**config.mk**
```make
export PLATFORM = sky130hd
export DESIGN_NAME = gth_rx_sample_deframer
export DESIGN_NICKNAME = d
export VERILOG_FILES = /design/src/rtl/gth_rx_sample_deframer.sv
export SDC_FILE = /design/constraint.sdc
export NUM_CORES = 1
export LEC_CHECK = 0
export ABC_AREA = 1
export BUFFER_PORTS_ARGS = -buffer_cell sky130_fd_sc_hd__buf_2
export CELL_PAD_IN_SITES_DETAIL_PLACEMENT = 1
export CELL_PAD_IN_SITES_GLOBAL_PLACEMENT = 1
export CORE_UTILIZATION = 42
export DETAILED_ROUTE_END_ITERATION = 10
export PLACE_DENSITY_LB_ADDON = 0.1
export SLEW_MARGIN = 5
export SYNTH_ARGS = -nofsm -noshare
export SYNTH_HDL_FRONTEND = slang
export SYNTH_SLANG_ARGS = --single-unit
export TNS_END_PERCENT = 10
```
**constraint.sdc**
```tcl
create_clock -name rx_clk -period 4.55 [get_ports rx_clk]
set_clock_uncertainty 0.05 [all_clocks]
set_input_delay 0.455 -clock rx_clk [delete_from_list [all_inputs] [get_ports rx_clk]]
set_output_delay 0.455 -clock rx_clk [all_outputs]
set_load 0.02 [all_outputs]
```
**src/rtl/gth_rx_sample_deframer.sv**
```systemverilog
// gth_rx_sample_deframer: GTH RX frame aligner, channel de-interleaver and output FIFO
module gth_rx_sample_deframer #(
  parameter logic [15:0] SYNC_WORD  = 16'hA55A,
  parameter int          LOCK_COUNT = 8,
  parameter int          LOSS_COUNT = 4,
  parameter int          SLIP_WAIT  = 32,
  parameter int          FIFO_DEPTH = 4
) (
  input  logic        rx_clk,
  input  logic        rx_rst_n,
  input  logic [79:0] rx_data,
  input  logic        rx_valid,
  output logic        rx_slip,
  output logic        locked,
  output logic [63:0] m_data,
  output logic        m_valid,
  input  logic        m_ready,
  output logic [15:0] drop_cnt,
  output logic [15:0] sync_err_cnt,
  output logic [7:0]  lock_loss_cnt
);
  localparam int RW = $clog2(LOCK_COUNT + 1);
  localparam int MW = $clog2(LOSS_COUNT + 1);
  localparam int WW = $clog2(SLIP_WAIT + 1);
  localparam int AW = $clog2(FIFO_DEPTH);
  localparam logic [RW-1:0] LOCK_N    = RW'(LOCK_COUNT);
  localparam logic [MW-1:0] LOSS_N    = MW'(LOSS_COUNT);
  localparam logic [WW-1:0] WAIT_LAST = WW'(SLIP_WAIT - 1);
  localparam logic [1:0] HUNT   = 2'd0;
  localparam logic [1:0] SLIP   = 2'd1;
  localparam logic [1:0] CHECK  = 2'd2;
  localparam logic [1:0] LOCKED = 2'd3;
  logic [79:0]   s1_data_q;
  logic          s1_valid_q;
  logic [1:0]    state_q, state_d;
  logic [RW-1:0] run_q, run_d;
  logic [MW-1:0] miss_q, miss_d;
  logic [WW-1:0] wait_q, wait_d;
  logic          slip_q, slip_d;
  logic [15:0]   drop_q, drop_d, serr_q, serr_d;
  logic [7:0]    loss_q, loss_d;
  logic [AW:0]   wr_q, wr_d, rd_q, rd_d;
  logic [63:0]   mem_q [FIFO_DEPTH];
  logic [63:0]   deint;
  logic          sync_ok, good, bad, push_req, push, pop, full, empty;
  assign sync_ok  = s1_data_q[79:64] == SYNC_WORD;
  assign good     = s1_valid_q & sync_ok;
  assign bad      = s1_valid_q & ~sync_ok;
  assign empty    = wr_q == rd_q;
  assign full     = (wr_q[AW] != rd_q[AW]) && (wr_q[AW-1:0] == rd_q[AW-1:0]);
  assign pop      = ~empty & m_ready;
  assign push_req = (state_q == LOCKED) & good;
  assign push     = push_req & (~full | pop);
  assign wr_d     = push ? wr_q + 1'b1 : wr_q;
  assign rd_d     = pop ? rd_q + 1'b1 : rd_q;
  assign drop_d   = (push_req & ~push & ~&drop_q) ? drop_q + 16'd1 : drop_q;
  assign rx_slip       = slip_q;
  assign locked        = state_q == LOCKED;
  assign m_valid       = ~empty;
  assign m_data        = empty ? '0 : mem_q[rd_q[AW-1:0]];
  assign drop_cnt      = drop_q;
  assign sync_err_cnt  = serr_q;
  assign lock_loss_cnt = loss_q;
  // alignment FSM: hunt/slip until sync repeats LOCK_COUNT times, drop lock after LOSS_COUNT misses
  always_comb begin
    state_d = state_q;
    run_d   = run_q;
    miss_d  = miss_q;
    wait_d  = wait_q;
    slip_d  = 1'b0;
    serr_d  = serr_q;
    loss_d  = loss_q;
    case (state_q)
      HUNT: begin
        if (good) begin
          run_d   = RW'(1);
          miss_d  = '0;
          state_d = (LOCK_N == RW'(1)) ? LOCKED : CHECK;
        end else if (bad) begin
          slip_d  = 1'b1;
          wait_d  = '0;
          state_d = SLIP;
        end
      end
      SLIP: begin
        wait_d  = wait_q + 1'b1;
        state_d = (wait_q == WAIT_LAST) ? HUNT : SLIP;
      end
      CHECK: begin
        if (good) begin
          run_d   = run_q + 1'b1;
          state_d = (run_d == LOCK_N) ? LOCKED : CHECK;
        end else if (bad) begin
          slip_d  = 1'b1;
          wait_d  = '0;
          state_d = SLIP;
        end
      end
      default: begin
        if (good) begin
          miss_d = '0;
        end else if (bad) begin
          serr_d = (&serr_q) ? serr_q : serr_q + 16'd1;
          miss_d = miss_q + 1'b1;
          if (miss_d == LOSS_N) begin
            state_d = HUNT;
            loss_d  = (&loss_q) ? loss_q : loss_q + 8'd1;
          end
        end
      end
    endcase
  end
  // frame bit 4*i+c is sample i of channel c; regroup into 16-bit channel lanes
  always_comb begin
    deint = '0;
    for (int c = 0; c < 4; c++)
      for (int i = 0; i < 16; i++)
        deint[16*c+i] = s1_data_q[4*i+c];
  end
  // FIFO storage needs no reset: the pointers define what is valid
  always_ff @(posedge rx_clk) begin
    if (push) mem_q[wr_q[AW-1:0]] <= deint;
  end
  // input stage, FSM, counters and FIFO pointers
  always_ff @(posedge rx_clk or negedge rx_rst_n) begin
    if (!rx_rst_n) begin
      s1_data_q  <= '0;
      s1_valid_q <= 1'b0;
      state_q    <= HUNT;
      run_q      <= '0;
      miss_q     <= '0;
      wait_q     <= '0;
      slip_q     <= 1'b0;
      drop_q     <= '0;
      serr_q     <= '0;
      loss_q     <= '0;
      wr_q       <= '0;
      rd_q       <= '0;
    end else begin
      s1_data_q  <= rx_data;
      s1_valid_q <= rx_valid;
      state_q    <= state_d;
      run_q      <= run_d;
      miss_q     <= miss_d;
      wait_q     <= wait_d;
      slip_q     <= slip_d;
      drop_q     <= drop_d;
      serr_q     <= serr_d;
      loss_q     <= loss_d;
      wr_q       <= wr_d;
      rd_q       <= rd_d;
    end
  end
endmodule

```
==> impl_metrics.ini, run 1 <==
[global_route]
gr-total-overflow = 0
antenna_found_initial = 3
gr-usage-all-layers_pct = 20.5
grt_pass1_vias = 11400
grt_pass1_wl_um = 61700
grt_max_degree = 94

[sta]
fin_crit_ns = 3.85
rsz0062_at_grt = false
finalSetupViolCount = 0
slew_viol_final = 0
relSlewSlack_pct = 39.3
hold_viol_final = 0
fmax_ghz = 0.260
finalCritPeriodShare_pct = 84.6
worst_slew_pin_slew_ns = 0.910
tns_ns = 0

[clock_network]
htree_levels = 2
cts_tree = yes
clk_latency_ns = 0.55
clockRootBuffer = clkbuf_16
clock_path_buffers = 3
path_clk_slew_ns = 0.06
cts.sinks = 399
postCtsSetupBuffers = 0
cts_made_buffers = 44

[drt]
drtIter0Drc = 479
post-route-drc-count = 0
wl_per_cell_um = 17.6
dr.pass1.iters = 4
ant_nets = 0
viasPerCell = 4.94
totalWireLength_um = 38800
vias = 10900

[pwr]
p_leak_nw = 8.26
peakVddDrop_v = 0.000270
power_frac_comb_pct = 28.9
internal_power_mw = 7.12
pwr_density_cell_nw_per_um2 = 548
p_seq_share_pct = 38.1
power_switching_mw = 3.73
p_sw_share_pct = 34.4
pwr-share-clk_pct = 33.0

[critical_path]
critPathLaunchType = register
end_kind = output port
critPathKind = reg2out
cp.required_ns = 4.05
cp_max_fo = 72
worst_r2r_path_depth = 8
critPathArrivalTime_ns = 3.34

[floorplan]
io_pins = 191
die-height_um = 197
die_area_sq_um = 38900
core_area_sq_um = 37600
row_count = 71
die_x_um = 197
initial_utilization_pct = 42.6

[final_layout]
drive_gt1_share_pct = 18.9
fillCellCount = 3995
nets = 1753
synthToLayoutAreaGrowth_pct = 23.6
final_core_util_pct = 52.7

[run]
cap_violations = 0

[worst_hold_path]
hold_depth = 3
min_path_type = in2reg

[run_status]
outcome = finished, final reports clean

[synth]
synth_cells = 1380
syn_area_per_cell_sq_um = 11.6
synth_warnings = 0
yosysUniqueCellTypes = 36
yosysSeqAreaShare_pct = 70.4
yosys.area.top_type = edfxtp_1
synth_area_sq_um = 16000
synth.top_cell.area_share_pct = 48.0
synthTopCellsByArea = edfxtp_1 48%, dfrtp_1 22%, nand2_1 5.3%, o21ai_0 4.7%, nor2_1 4.2%
ys_ff_latch = 399
syn_nets = 1482

[placement]
hpwl_um = 22800
port_buffers = 190
place_congestion = 0.793
==> layout by cell type (no fill, tap or decap), types with 2 or more instances in the layout <==
cell           instances
xnor2_1                9
bufinv_16              3
xor2_1                25
diode_2                2
nor3_1                 7
buf_2                189
ha_1                  18
buf_4                  9
clkbuf_16             45
nand2_2                5
clkinvlp_4             3
buf_12                 3
nand3_1               31
clkbuf_1               8
nand3_2                2
clkbuf_8              10
dlygate4sd3_1         82
or2_2                  2
nor3_2                 2
clkinv_1               2
clkinv_2               8
nor2_2                 6
o22ai_1               64
nand2_1              228
inv_6                  3
edfxtp_1             256
nor2_1               176
o21ai_1                5
inv_1                130
inv_2                  7
nand4_4                2
a21oi_1                3
nand4_1               29
o21ai_2                6
o21ai_0              150
dfrtp_1              141
nor2_4                 6
==> stage by stage <==
| stage | hold slack (ns) | instances | power (mW) | setup WS, ns | cell area (sq um) |
|---|---|---|---|---|---|
| final | 0.169 | 2200 | 10.8 | 0.701 | 19800 |
| after floorplan | 0.109 | 1380 | 6.28 | 0.0723 | 16000 |
| after global placement | 0.406 | 2034 | 7.27 | 1.30 | 17500 |
| after detailed placement | 0.401 | 2034 | 7.34 | 1.27 | 17500 |
| after global routing | 0.186 | 2199 | 11.5 | 0.423 | 19800 |
| after CTS | 0.148 | 2198 | 11.0 | 0.665 | 19800 |
==> cells in the mapped netlist (all sizes together) <==
master	number
xor2	25
o21ai	161
a21oi	3
buf	27
nor3	9
o22ai	64
nand2	234
nand4	32
clkbuf	32
inv	138
edfxtp	256
and2	1
ha	18
nand3b	1
or2	2
nand3	33
nor2	189
xnor2	9
dfrtp	143
a31o	1
o211ai	1
a21boi	1
==> power by group through the flow <==
| stage | registers (mW) | clock network [mW] | logic [mW] |
|---|---|---|---|
| 5_1_grt | 4.15 | 3.79 | 3.51 |
| 4_1_cts | 4.14 | 3.68 | 3.20 |
| 2_1_floorplan | 4.10 | 0 | 2.18 |
| 6_report | 4.13 | 3.58 | 3.13 |
| 3_5_place_dp | 4.21 | 0 | 3.13 |
| 3_3_place_gp | 4.20 | 0 | 3.07 |
==> final cells by class <==
class	count	area (sq um)	share of cell area (%)
Clock buffer	63	1290	6.54
Multi-Input combinational cell	784	3970	20.0
Tap cell	511	639	3.23
Inverter	138	520	2.63
Antenna cell	2	5.00	0.0253
Timing Repair Buffer	284	1910	9.63
Sequential cell	399	11300	57.0
Clock inverter	19	186	0.942
==> layer usage <==
metal	part of all wire [%]	routed length [um]	up-vias	GRT usage (%)
met5	0.054	21	-	0
met1	44	17200	5406	26.4
met3	3.8	1460	60	3.74
met4	2.4	924	4	6.60
li1	-	-	5219	-
met2	50	19200	177	34.9
==> sequential cells by signal, indices dropped and copies added (netlist names) <==
register,flops
miss_q,3
rx_slip,1
drop_cnt,16
state_q,2
s1_valid_q,1
sync_err_cnt,16
wait_q,6
rd_q,3
s1_data_q,80
wr_q,3
lock_loss_cnt,8
run_q,4
mem_q,256
==> worst paths after layout <==
kind	startpoint	endpoint	slack, ns
setup / recovery	rd_q[0]	m_data[36]	0.70
hold / removal	m_ready	rd_q[2]	0.17
setup reg to reg	rd_q[0]	mem_q[1][8]	1.39
hold reg to reg	s1_data_q[47]	mem_q[3][59]	0.44
max in group asynchronous	rx_rst_n	s1_data_q[24]	3.10
min in group asynchronous	rx_rst_n	s1_data_q[49]	0.39
==> worst max-delay path, cell delays in order (launching register included) <==
cell and delay (ns):
dfrtp_4 0.68, inv_4 0.53, buf_4 0.67, o21ai_0 0.17, o22ai_1 0.29, nand2_1 0.09
inv_1 0.08, buf_2 0.16
==> logic make-up after synthesis <==
logic type                 synth area share, %
xor gates and xnor gates                  1.86
DFF                                       70.4
and+or+nand+nor                           13.4
buffers and inverters                     5.07
adders and majority gates                 1.41
AOI/OAI and AO/OA                         7.92
==> what timing repair did <==
| action | CTS | global route |
|---|---|---|
| hold endpoints to repair | 131 | 0 |
| endpoints found under the setup margin | 0 | 0 |
| resized for setup | 0 | 0 |
| hold buffers | 82 | 0 |
(Power assumes the default switching activity.)
==> run 2: changes to the inputs <==
- CORE_UTILIZATION: 42 -> 46
- clock period: 4.55 -> 3.55 ns (I/O delays scaled with it)
==> run 2 against run 1 <==
Sequential cell count unchanged. Sequential power up 26%. Final area about the same. Cell count down 2.8%. Total power up 29%. Combinational power up 35%. Clock power up 28%. Via count up 1.2%. Clock-buffer cell count down 7. Global-route usage up 2.1 points. Critical path depth unchanged. Non-clock buffer count up 6. Critical endpoint is now m_data[11]. Largest power group unchanged.
==> impl_metrics.ini, run 2 (synthesized netlist as in run 1, its figures left out) <==
[pwr]
pwr_density_cell_nw_per_um2 = 708
p_sw_share_pct = 34.7
power_frac_comb_pct = 30.1
power_switching_mw = 4.86
internal_power_mw = 9.15
peakVddDrop_v = 0.000509
p_seq_share_pct = 37.2
p_leak_nw = 8.31
totalPowerFinal_mw = 14.0
pwr-share-clk_pct = 32.7

[critical_path]
end_kind = output port
cp_max_fo = 65
max_stage_delay_ns = 0.53
critPathLaunchType = register
critPathKind = reg2out
critPathArrivalTime_ns = 2.53
cp.required_ns = 3.14
slowest_stage = buf_4
path_cells = inv_2 > buf_4 > o21ai_0 > o22ai_1 > nand2_1 > inv_1 > buf_2

[placement]
hpwl_um = 22700
place_congestion = 0.799
placed_cells = 1977
port_buffers = 190
dp_slack_ns = 1.06
place_area_sq_um = 17500

[floorplan]
die_area_sq_um = 35500
core_area_sq_um = 33900
die_x_um = 189
initial_utilization_pct = 47.3
row_count = 67
io_pins = 191
die-height_um = 189

[drt]
post-route-drc-count = 0
ant_nets = 0
drtIter0Drc = 602
viasPerCell = 5.14
vias = 11000
dr.pass1.iters = 5
totalWireLength_um = 39300
wl_per_cell_um = 18.4

[final_layout]
antenna_cells = 0
final_cells = 2139
stdcell_area_sq_um = 19800
layout_commonest_cell = edfxtp_1
nets = 1758
final_core_util_pct = 58.4
mostFrequentLayoutCells = 256 x edfxtp_1, 228 x nand2_1, 189 x buf_2
fillCellCount = 3579
drive_gt1_share_pct = 19.2
largest_reg_flops = 256
synthToLayoutAreaGrowth_pct = 23.5

[sta]
fmax_ghz = 0.340
final.setup.worst_slack_ns = 0.611
relSlewSlack_pct = 45.4
slew_viol_final = 0
finalCritPeriodShare_pct = 82.8
hold_viol_final = 0
fin_crit_ns = 2.94
worst_slew_pin_slew_ns = 0.819
finalSetupViolCount = 0
rsz0062_at_grt = false

[global_route]
gr-total-overflow = 0
grt_pass1_wl_um = 63100
gr-usage-all-layers_pct = 22.5
grt_max_degree = 130
grt_pass1_vias = 11800
antenna_found_initial = 1

[clock_network]
path_clk_slew_ns = 0.06
htree_levels = 2
clock_path_buffers = 3
clk_latency_ns = 0.54
cts.sinks = 399
cts_made_buffers = 43
clockRootBuffer = clkbuf_16
cts_tree = yes

[run_status]
outcome = finished, final reports clean

[worst_hold_path]
min_path_type = in2reg

[run]
cap_violations = 0
-- run 2: cell count changes in the layout (fill, tap and decap cells not counted), moves of 3 or more --
cell      delta
buf_12       +3
clkinv_2     +3
clkinv_1     +4
buf_4        +3
clkbuf_1     -5
-- run 2: per-layer routing --
| layer | vias to the layer above | wire length (um) | GRT usage (%) |
|---|---|---|---|
| li1 | 5232 | - | - |
| met4 | 2 | 821 | 6.36 |
| met5 | - | 13 | 0 |
| met1 | 5477 | 17000 | 29.1 |
| met3 | 64 | 1610 | 3.09 |
| met2 | 223 | 19800 | 39.6 |
-- run 2: critical path, delay by kind of cell, from the launching register on --
family	cells	cell delay, ns
buffers and inverters	4	0.80
AND/OR/NAND/NOR	1	0.10
AO/OA/AOI/OAI	2	0.59
flip-flops	1	0.42
-- run 2: final cells by class --
class                      count  area (sq um)  share of cell area (%)
sequential                   399         11300                    57.0
timing repair buffer         290          1990                    10.1
tap                          448           561                    2.83
clock buffer                  56          1240                    6.25
multi-input combinational    784          3970                    20.1
inverter                     138           520                    2.63
clock inverter                24           230                    1.16
-- run 2: repair_timing --
action | in CTS | in global routing
setup buffers | 0 | 0
hold buffers | 82 | 0
hold endpoints to repair | 160 | 0
resized for setup | 0 | 0
-- run 2: worst paths after layout --
check / slack [ns] / end / depth (start not counted) / from
min in group asynchronous: 0.41 / lock_loss_cnt[2] / 2 / rx_rst_n
worst min-delay path: 0.08 / rd_q[2] / 3 / m_ready
worst min register to register: 0.44 / mem_q[2][5] / 0 / s1_data_q[20]
worst max-delay path: 0.61 / m_data[11] / 7 / rd_q[1]
max in group asynchronous: 2.13 / s1_data_q[37] / 3 / rx_rst_n
worst max register to register: 1.10 / mem_q[3][35] / 8 / s1_data_q[76]
-- run 2: power groups by stage --
stage | clock network [mW] | registers, mW | logic, mW
finish | 4.57 | 5.21 | 4.22
global route | 4.84 | 5.23 | 4.64
CTS | 4.67 | 5.21 | 4.25
detailed placement | 0 | 5.30 | 4.14
global placement | 0 | 5.29 | 4.05
floorplan | 0 | 5.25 | 2.80
-- run 2: metrics by stage --
stage                     TNS [ns]  hold slack [ns]
final                            0           0.0814
after global routing             0           0.0799
after CTS                        0           0.0596
after detailed placement         0            0.415
after global placement           0            0.414
after floorplan            -237.49          0.00941
==> run 3: changes to the inputs <==
- clock period: 3.55 -> 3 ns (I/O delays scaled with it)
==> run 3 against run 2 <==
Sequential share of layout area is 0.36 points lower. Wire length is 3.4% higher. Largest power group unchanged. Die area stayed put. Utilization is 0.37 points higher. Non-clock buffer count is 9 higher. Clock power is 22% higher. Via count is 0.85% higher. Sequential cell count stayed put. Highest routed layer is now met4. Clock-buffer cell count is 5 higher. Global-route usage is 0.89 points higher. First-iteration DRC count is 12% lower.
==> impl_metrics.ini, run 3 (synthesized netlist as in run 1, its figures left out) <==
[run_status]
outcome = finished, final reports clean

[critical_path]
critPathKind = reg2out
cp_max_fo = 129
critPathBufInv = 4
cp_top_family = buffers and inverters
end_kind = output port
slowest_stage = dfrtp_4
path_depth = 7
path_cells = inv_4 > buf_12 > o21ai_0 > o22ai_1 > nand2_1 > inv_1 > buf_2
max_stage_delay_ns = 0.53
worst_r2r_path_depth = 8
cp.required_ns = 2.65
critPathArrivalTime_ns = 2.52
critPathLaunchType = register

[final_layout]
layout_commonest_cell = edfxtp_1
final_core_util_pct = 58.8
nets = 1767
drive_gt1_share_pct = 19.4
stdcell_area_sq_um = 19900
largest_reg_flops = 256
synthToLayoutAreaGrowth_pct = 24.3
antenna_cells = 0
mostFrequentLayoutCells = 256 x edfxtp_1, 228 x nand2_1, 189 x buf_2
final_cells = 2148
fillCellCount = 3560

[clock_network]
cts.sinks = 399
clock_path_buffers = 3
cts_tree = yes
clockRootBuffer = clkbuf_16
cts_made_buffers = 43
clk_latency_ns = 0.55
htree_levels = 2
path_clk_slew_ns = 0.06

[sta]
relSlewSlack_pct = 53.6
slew_viol_final = 0
fmax_ghz = 0.348
finalCritPeriodShare_pct = 95.7
finalSetupViolCount = 0
hold_viol_final = 0
rsz0062_at_grt = false
fin_crit_ns = 2.87
worst_slew_pin_slew_ns = 0.696

[drt]
viasPerCell = 5.16
totalWireLength_um = 40600
vias = 11100
wl_per_cell_um = 18.9
ant_nets = 0
post-route-drc-count = 0
dr.pass1.iters = 4
drtIter0Drc = 528

[worst_hold_path]
hold_depth = 3
min_path_type = in2reg

[pwr]
peakVddDrop_v = 0.000642
totalPowerFinal_mw = 16.8
pwr_density_cell_nw_per_um2 = 845
p_leak_nw = 8.35

[floorplan]
die-height_um = 189
core_area_sq_um = 33900
initial_utilization_pct = 47.3
row_count = 67
die_x_um = 189
io_pins = 191
die_area_sq_um = 35500

[global_route]
grt_pass1_vias = 12100
gr-total-overflow = 0
gr-usage-all-layers_pct = 23.4
antenna_found_initial = 0
grt_pass1_wl_um = 65200
grt_max_degree = 130

[run]
cap_violations = 0

[placement]
place_congestion = 0.792
placed_cells = 1986
hpwl_um = 23900
port_buffers = 190
place_area_sq_um = 17600
-- run 3: worst register-to-register path, cell delays in order (launching register included) --
cell and delay [ns]:
dfrtp_1 0.39, nor2_1 0.13, nand2_1 0.07, nor2_2 0.16, nand3_2 0.15, nor2_4 0.14
nand2_2 0.20, nor2_4 0.32, buf_4 0.29
-- run 3: timing repair --
action,4_1_cts,5_1_grt
setup endpoints to repair,0,1
setup buffers,0,0
gates resized for setup,0,1
hold buffers,82,0
hold endpoints to repair,138,0
-- run 3: power by group --
part / switching, mW / internal [mW] / leakage, nW
Combinational: 3.45 / 1.59 / 3.54
Sequential: 0.177 / 6.01 / 4.08
Clock: 2.16 / 3.42 / 0.724
Total: 5.79 / 11.0 / 8.35
-- run 3: area by class of cell --
type	instances	area [sq um]	share of cell area [%]
clock buffers	61	1200	6.05
clock inverters	19	297	1.49
inverters	138	520	2.62
multi-input cells	784	3960	19.9
flip-flops and latches	399	11300	56.6
well taps	448	561	2.82
repair buffers	299	2080	10.5
-- run 3: layer usage --
metal | global-route usage [%] | up-vias | wire (um)
li1 | - | 5252 | -
met1 | 29.5 | 5523 | 17200
met2 | 41.6 | 246 | 20700
met3 | 3.26 | 70 | 1600
met4 | 7.20 | 0 | 1020
met5 | 0 | - | 0
-- run 3: through the flow --
stage	hold slack [ns]	worst slack [ns]	TNS, ns
global route	0.0391	0.0418	0
detailed placement	0.298	0.763	0
CTS	0.000784	0.150	0
global placement	0.289	0.755	0
finish	0.0122	0.130	0
floorplan	-0.0456	-0.426	-109.14
-- run 3: worst paths after layout --
kind / to / from / slack [ns]
max: m_data[61] / rd_q[0] / 0.13
min: rd_q[2] / m_ready / 0.01
max reg2reg: mem_q[2][9] / s1_data_q[71] / 0.80
min reg2reg: mem_q[1][57] / s1_data_q[39] / 0.44
max in group asynchronous: sync_err_cnt[0] / rx_rst_n / 1.80
min in group asynchronous: lock_loss_cnt[2] / rx_rst_n / 0.28
